File: src/rtl/sram_pkg.sv
// Shared definitions for the 1R1W SRAM array and its storage core.
//   DEF_*      default parameter values
//   clog2()    address width for a given depth
//   seg_width  bits per write-mask segment
package sram_pkg;

    localparam int DEF_DATA_WIDTH = 256;
    localparam int DEF_DEPTH      = 8;
    localparam int DEF_MASK_SEGS  = 1;

    function automatic int clog2(input int value);
        int w;
        w = 0;
        for (int i = 0; i < 31; i++) begin
            if ((1 << i) < value) begin
                w = i + 1;
            end
        end
        return w;
    endfunction

    function automatic int seg_width(input int data_width, input int mask_segs);
        return data_width / mask_segs;
    endfunction

endpackage

File: src/rtl/sram_1r1w_core.sv
// Raw DEPTH x DATA_WIDTH storage with per-segment write enables and a
// registered read port. No reset and no validity tracking, so the whole
// module can be swapped for a hard macro.
//   i_clock                     clock
//   i_rd_en, i_rd_addr          read request; o_rd_data updates only when i_rd_en=1
//   o_rd_data                   registered read data (old contents on same-address write)
//   i_wr_en, i_wr_addr          write request
//   i_wr_data, i_wr_mask        write data and per-segment enables
module sram_1r1w_core
    import sram_pkg::*;
#(
    parameter int DATA_WIDTH = DEF_DATA_WIDTH,
    parameter int DEPTH      = DEF_DEPTH,
    parameter int MASK_SEGS  = DEF_MASK_SEGS,
    parameter int AW         = clog2(DEPTH)
) (
    input  logic                  i_clock,
    input  logic                  i_rd_en,
    input  logic [AW-1:0]         i_rd_addr,
    output logic [DATA_WIDTH-1:0] o_rd_data,
    input  logic                  i_wr_en,
    input  logic [AW-1:0]         i_wr_addr,
    input  logic [DATA_WIDTH-1:0] i_wr_data,
    input  logic [MASK_SEGS-1:0]  i_wr_mask
);

    localparam int SEG = seg_width(DATA_WIDTH, MASK_SEGS);

    logic [DATA_WIDTH-1:0] r_mem [DEPTH];
    logic [DATA_WIDTH-1:0] r_rd_data;

    always_ff @(posedge i_clock) begin
        if (i_rd_en) begin
            r_rd_data <= r_mem[i_rd_addr];
        end
        if (i_wr_en) begin
            for (int s = 0; s < MASK_SEGS; s++) begin
                if (i_wr_mask[s]) begin
                    r_mem[i_wr_addr][s*SEG +: SEG] <= i_wr_data[s*SEG +: SEG];
                end
            end
        end
    end

    assign o_rd_data = r_rd_data;

endmodule

File: src/rtl/sram_array_1r1w_bypass.sv
// 1R1W SRAM array with valid bits, write-first bypass, flush and a
// one-cycle registered read port.
//   clock, reset            single clock, synchronous active-high reset
//   R0_en, R0_addr          read request
//   R0_data, R0_hit         read result one cycle later, held while R0_en=0
//   W0_en, W0_addr          write request
//   W0_data, W0_mask        write data and per-segment enables
//   flush                   invalidate every entry (data is kept)
module sram_array_1r1w_bypass
    import sram_pkg::*;
#(
    parameter int DATA_WIDTH = DEF_DATA_WIDTH,
    parameter int DEPTH      = DEF_DEPTH,
    parameter int MASK_SEGS  = DEF_MASK_SEGS,
    parameter int AW         = clog2(DEPTH)
) (
    input  logic                  clock,
    input  logic                  reset,
    input  logic                  R0_en,
    input  logic [AW-1:0]         R0_addr,
    output logic [DATA_WIDTH-1:0] R0_data,
    output logic                  R0_hit,
    input  logic                  W0_en,
    input  logic [AW-1:0]         W0_addr,
    input  logic [DATA_WIDTH-1:0] W0_data,
    input  logic [MASK_SEGS-1:0]  W0_mask,
    input  logic                  flush
);

    localparam int SEG = seg_width(DATA_WIDTH, MASK_SEGS);

    logic [DEPTH-1:0]      r_valid;
    logic                  r_old_ok;
    logic                  r_hit;
    logic [DATA_WIDTH-1:0] r_byp_bits;
    logic [DATA_WIDTH-1:0] r_byp_data;

    logic [DATA_WIDTH-1:0] w_core_q;
    logic [DATA_WIDTH-1:0] w_bitmask;
    logic                  w_wr_fire;
    logic                  w_byp;
    logic [DEPTH-1:0]      w_valid_nxt;

    genvar g;
    generate
        for (g = 0; g < DATA_WIDTH; g++) begin : g_bitmask
            assign w_bitmask[g] = W0_mask[g/SEG];
        end
    endgenerate

    assign w_wr_fire = W0_en & (|W0_mask);
    assign w_byp     = w_wr_fire & (R0_addr == W0_addr);

    // Flush clears first so a same-cycle write still leaves its entry valid.
    always_comb begin
        w_valid_nxt = flush ? '0 : r_valid;
        if (w_wr_fire) begin
            w_valid_nxt[W0_addr] = 1'b1;
        end
    end

    // The core returns pre-write contents; the bypass overlay captured here
    // replaces the freshly written segments. Everything is sampled from the
    // pre-edge valid bits, so a same-cycle flush does not affect the read.
    always_ff @(posedge clock) begin
        if (reset) begin
            r_valid    <= '0;
            r_old_ok   <= 1'b0;
            r_hit      <= 1'b0;
            r_byp_bits <= '0;
            r_byp_data <= '0;
        end else begin
            r_valid <= w_valid_nxt;
            if (R0_en) begin
                r_old_ok   <= r_valid[R0_addr];
                r_hit      <= r_valid[R0_addr] | w_byp;
                r_byp_bits <= w_byp ? w_bitmask : '0;
                r_byp_data <= w_byp ? (W0_data & w_bitmask) : '0;
            end
        end
    end

    sram_1r1w_core #(
        .DATA_WIDTH (DATA_WIDTH),
        .DEPTH      (DEPTH),
        .MASK_SEGS  (MASK_SEGS),
        .AW         (AW)
    ) u_core (
        .i_clock   (clock),
        .i_rd_en   (R0_en & ~reset),
        .i_rd_addr (R0_addr),
        .o_rd_data (w_core_q),
        .i_wr_en   (W0_en & ~reset),
        .i_wr_addr (W0_addr),
        .i_wr_data (W0_data),
        .i_wr_mask (W0_mask)
    );

    // Built only from registers: invalid entries read as zero.
    assign R0_data = ((r_old_ok ? w_core_q : '0) & ~r_byp_bits) | r_byp_data;
    assign R0_hit  = r_hit;

endmodule

File: config.mk
export PLATFORM = sky130hd
export DESIGN_NAME = sram_array_1r1w_bypass
export DESIGN_NICKNAME = d
export VERILOG_FILES = /design/src/rtl/sram_pkg.sv /design/src/rtl/sram_1r1w_core.sv /design/src/rtl/sram_array_1r1w_bypass.sv
export SDC_FILE = /design/constraint.sdc
export NUM_CORES = 2
export LEC_CHECK = 0
export CORE_ASPECT_RATIO = 0.7
export CORE_MARGIN = 5
export CORE_UTILIZATION = 50
export DETAILED_ROUTE_END_ITERATION = 8
export GPL_TIMING_DRIVEN = 0
export PLACE_DENSITY = 0.7
export SLEW_MARGIN = 25
export SYNTH_ARGS = -nofsm -noshare
export SYNTH_HDL_FRONTEND = slang
export SYNTH_SLANG_ARGS = --single-unit
File: constraint.sdc
create_clock -name clock -period 44.1 [get_ports clock]
set_input_delay 4.41 -clock clock [delete_from_list [all_inputs] [get_ports clock]]
set_output_delay 4.41 -clock clock [all_outputs]
set_load 0.05 [all_outputs]
=== Yosys cells after proc, flatten, opt, wreduce, memory -nomap -nowiden ===
Memory sizes are Yosys's and may differ from the RTL's. A register that Yosys moved wholly into a read port is not among the register bits.
Index checks and enable logic that the tools add are counted.

* Register bits: 522
* RAM bits: 2048
* Input port bits: 268
* Output and inout port bits: 257
* Word-level logic and storage cells: 34
* Memories: 1

{| class="wikitable"
|+ Memory list
! memory !! depth !! width !! rd ports !! clocked after memory_dff !! write ports !! RTL line !! RTL
|-
| u_core.r_mem || 8 || 256 || 1 || 1 || 1 || sram_1r1w_core.sv:29 || <nowiki>logic [DATA_WIDTH-1:0] r_mem [DEPTH];</nowiki>
|}

* Order comparisons: 3
* Equality and inequality tests: 1
* Multiplexer cells: 12
* Bitwise logic cells: 11
* Reduce and logical (&&, ||, !) cells: 1

{| class="wikitable"
|+ Operators by type and width
! operator !! count
|-
| $mux 256 || 3
|-
| $and 256x256->256 || 2
|-
| $not 256->256 || 1
|-
| $or 256x256->256 || 1
|-
| $mux 8 || 2
|-
| $lt 3x4->1 const B || 2
|-
| $or 8x8->8 || 1
|-
| $mux 1 || 5
|-
| $and 1x1->1 || 4
|-
| $bmux 1 s3 || 1
|-
| $demux 1 s3 || 1
|-
| $eq 3x3->1 || 1
|-
| $ge 3x1->1 const B || 1
|-
| $logic_and 1x1->1 || 1
|-
| $not 1->1 || 1
|-
| $or 1x1->1 || 1
|}

=== Longest topological paths before layout ===
* Depth in word-level cells: 6
* Depth in mapped cells: 8
* Mapped depth without buffers: 4

=== By module ===
From an unflattened synthesis, not the netlist that was laid out.

* Cells, all modules: 4425
* Area, all modules: 95537.9 µm²

{| class="wikitable"
|+ Modules (own cells, without submodules)
! module !! instances !! cells an instance !! area an instance (µm²) !! sequential area each (µm²)
|-
| sram_1r1w_core || 1 || 3227 || 84604.9 || 69186.4
|-
| sram_array_1r1w_bypass || 1 || 1198 || 10933.0 || 5345.1
|}

=== Worst setup path before layout ===
OpenSTA, ideal clock, no wires.

* Kind: input to register
* From: input reset
* To: memory u_core.r_mem[1][0] (netlist bit), enable pin
* Setup time: 1.193 ns
* Data arrival time: 22.132 ns
* Data required time: 42.907 ns
* Setup slack: 20.775 ns
* Cell stages on the path: 3
* Path buffers: 1
* Cells stage by stage: clkbuf_1 -> nand4b_1 -> nor3_1

* Cells in the longest elaborated chain, start to end: 4

{| class="wikitable"
|+ Ends and longest elaborated chain
! item !! RTL line !! RTL
|-
| start, declared || sram_array_1r1w_bypass.sv:18 || <nowiki>input logic reset,</nowiki>
|-
| $not 1->1 || sram_array_1r1w_bypass.sv:93 || <nowiki>.i_wr_en (W0_en & ~reset),</nowiki>
|-
| $and 1x1->1 || sram_array_1r1w_bypass.sv:93 ||
|-
| $mux 1 || sram_1r1w_core.sv:36 || <nowiki>if (i_wr_en) begin</nowiki>
|-
| $mux 1 (implied by the code) || sram_1r1w_core.sv:39 || <nowiki>r_mem[i_wr_addr][s*SEG +: SEG] <= i_wr_data[s*SEG +: SEG];</nowiki>
|-
| end, declared || sram_1r1w_core.sv:29 ||
|}

No other way between the ends.

=== Worst setup path in the final report ===
* From: register r_old_ok
* To: output R0_data[155]

* Cells in the longest elaborated chain, start to end: 3

{| class="wikitable"
|+ Ends and longest elaborated chain
! item !! RTL line !! RTL
|-
| start, declared || sram_array_1r1w_bypass.sv:33 || <nowiki>logic r_old_ok;</nowiki>
|-
| start signal, assigned || sram_array_1r1w_bypass.sv:75 || <nowiki>r_old_ok <= r_valid[R0_addr];</nowiki>
|-
| $mux 256 || sram_array_1r1w_bypass.sv:100 || <nowiki>assign R0_data = ((r_old_ok ? w_core_q : '0) & ~r_byp_bits) | r_byp_data;</nowiki>
|-
| $and 256x256->256 || sram_array_1r1w_bypass.sv:100 ||
|-
| $or 256x256->256 || sram_array_1r1w_bypass.sv:100 ||
|-
| end, declared || sram_array_1r1w_bypass.sv:21 || <nowiki>output logic [DATA_WIDTH-1:0] R0_data,</nowiki>
|}

No other way between the ends.

==> out/qor.txt <==
# clock sinks - 2571
ys async rst share - 0%
Hold Path Stages - 1
largest net degree at the start of global routing - 23
Mean Syn Cell Area - 21.6 sq um
Worst Setup Start Kind - flip-flop
Vias/cell - 5.97
Logic pwr share - 6.0%
Post-CTS Setup Inserts - 0
warnings from Yosys - 0
Total GRT Usage - 23.9%
first-pass GRT wire length - 349 mm
critical setup path kind - reg -> out
die span in x - 532 um
Slowest-stage cell, CP - clkdlybuf4s50_1
slew at the pin closest to its max-slew limit - 1.03 ns
Hold/Removal Path Class - reg -> reg
Sum Neg Setup Slack - 0 ns
TritonRoute pass-1 iters - 5
drt drc - 0
post-synth top area cell - edfxtp_1
Layout Cells excl Fill - 8147
multi-input logic area - 19600 sq um
initial DRC count - 5823
crit share post-route - 20.0%
CTS Buf Count - 235
Peak VDD IR - 0.0000324 V
# port buffers - 521
routed len/inst - 29.7 um
final clock skew - 0.0601 ns
final instance area - 116000 sq um
total internal power - 3.98 mW
Critical Path Sink Type - output port
number of fill cells in the layout - 13200
core area - 190000 sq um
number of setup violations in the final report - 0
R2R depth - 2
Slew Limit Headroom - 31.1%
reg2reg start - u_core.r_mem[2][53]
most common library cells after synthesis - edfxtp_1 (2304), mux4_2 (512), dfxtp_1 (267), a21o_1 (264), nor2_1 (264)
number of flops mapped to enable cells by yosys - 2304
outcome - completed
Most common cell on crit path - clkbuf_1
synthesized area - 95300 sq um
unrepaired setup endpoints after global routing - no
sequential power share - 53.5%
CTS resizes - 0
Pwr Total - 5.04 mW
syn_nets - 4680
critical-path cell list - nor2b_1, clkbuf_1, clkbuf_2, buf_16, clkbuf_1, a21o_1, clkdlybuf4s50_1
net switching power - 1.07 mW
Via Count - 48600
Worst Min Path Start - r_valid[1]
clk slew on worst S/H paths - 0.07 ns
initial antenna violation count - 58
worst skew pair latency - 0.88 ns
final worst setup slack - 35.28 ns
Ports - 525
hold path endpoint - r_valid[1]
Layout area overhead - 21.4%
DP Cell Count - 7680
critical path fanouts, max - 10
Yosys cell types - 26
H-Tree Depth - 4
Remaining Overflow, GRT - 0
switching share of power - 21.2%
sequential area share after synthesis - 78.2%
PD cells - 43.6 nW/um^2
most frequent cell after synthesis - edfxtp_1
Seq. cell area - 74500 sq um
CP arrival - 4.41 ns
P_leak - 39.2 nW
Die ar. - 200000 sq um
final wirelength - 242 mm
initial cell density of the core - 50.1%
reg-to-reg slack, setup - 42.65 ns
Max-Cap Viols - 0
Slew Viols, Final - 0
vias in the first global route - 49500
Synth area leaders - edfxtp_1 (73%), mux4_2 (12%), dfxtp_1 (5.6%)
fmax - 113 MHz
share of layout cells above drive strength 1 - 26.4%
main flop type after synthesis - edfxtp_1
clock power share - 40.5%
die height - 375 um
r2r endpoint - u_core.o_rd_data[53]
dpl ws - 35.90 ns
Tmin final - 8.82 ns
final HPWL from detailed placement - 163 mm
Placed Area - 108000 sq um
post-cts hold buffer count - 0
Synth top area share - 72.6%
#FFs+latches synth - 2571
CP peak stage delay - 0.86 ns
Req. time, crit path - 39.69 ns
CTS tree - built
Syn Inst Count - 4412
Clock Path Buffers - 4
FP Rows - 134
gpl congestion - 0.746
clk root buf - clkbuf_16
Final nets - 5669
final hold viol count - 0
Antenna Violating Nets Remaining - 0
[layout by cell type, fill, tap and decap left out, drive strengths merged, types with 5 or more instances in the layout]
cell type | Yosys | routed
inv | 1 | 5
a21o | 264 | 264
clkinv | 0 | 81
mux4 | 512 | 512
bufinv | 0 | 18
nor2 | 264 | 264
a22oi | 256 | 256
edfxtp | 2304 | 2304
mux2 | 257 | 257
clkbuf | 139 | 467
buf | 120 | 350
dfxtp | 267 | 267
clkdlybuf4s50 | 0 | 521
diode | 0 | 33
[power by group through the flow]
| stage | Clock [mW] | Sequential (mW) | Combinational [mW] |
|---|---|---|---|
| 6_report | 2.04 | 2.70 | 0.303 |
| 5_1_grt | 2.18 | 2.70 | 0.320 |
| 4_1_cts | 2.08 | 2.70 | 0.307 |
| 3_5_place_dp | 0 | 2.75 | 0.305 |
| 3_3_place_gp | 0 | 2.77 | 0.285 |
| 2_1_floorplan | 0 | 2.76 | 0.160 |
[cell families (layout without fill, tap and decap cells)]
kind of cell / count (synthesis) / in the layout / share of synthesized area, %
AO/OA/AOI/OAI: 525 / 525 / 4.12
XOR/XNOR: 3 / 3 / 0.0276
AND/OR/NAND/NOR: 281 / 281 / 1.16
other: 0 / 33 / 0
buffers and inverters: 260 / 1446 / 1.34
flip-flops: 2571 / 2571 / 78.2
multiplexers: 772 / 772 / 15.2
[state kept, by name (all words and copies together), names as in the netlist]
register and cells:
r_old_ok 1, u_core.r_mem 2048, r_byp_data 256, R0_hit 1, u_core.o_rd_data 256, r_valid 8, r_byp_bits 1
[how the worst max path moves through the flow]
stage,startpoint,endpoint,slack [ns],cells past startpoint
finish,r_old_ok,R0_data[155],35.28,7
global route,r_old_ok,R0_data[159],35.12,7
CTS,r_old_ok,R0_data[95],35.06,7
detailed placement,reset,u_core.r_mem[1][209],35.90,14
global placement,reset,u_core.r_mem[1][123],-0.43,4
floorplan,reset,u_core.r_mem[1][0],20.78,3
[area by class of cell]
class	instances	share of cell area, %
clock inverter	107	0.928
multi-input combinational	1581	16.9
buffer	259	1.12
antenna	33	0.0714
clock buffer	327	5.76
inverter	1	0.00324
timing repair buffer	752	8.09
tap	2516	2.72
sequential	2571	64.4
[critical path, delay by kind of cell (launching register included)]
| kind | cells | cell delay [ns] |
|---|---|---|
| buffers and inverters | 5 | 2.60 |
| AOI/OAI and AO/OA | 1 | 0.39 |
| DFF | 1 | 0.34 |
| and+or+nand+nor | 1 | 0.21 |
[metal layers]
metal,wire [um],track usage (%),vias to the layer above
li1,-,-,20300
met1,98400,33.8,25800
met2,115000,37.2,2131
met3,20800,5.62,393
met4,7990,8.22,18
met5,104,0,-
[per-stage QoR]
stage                     hold WS [ns]  util [%]
after floorplan                  0.421         -
after global placement           0.430      54.5
after detailed placement         0.440      56.8
after CTS                        0.454      60.8
after global routing             0.469      60.9
final                            0.453      60.9
No activity file was read; power rests on OpenSTA's default activity.
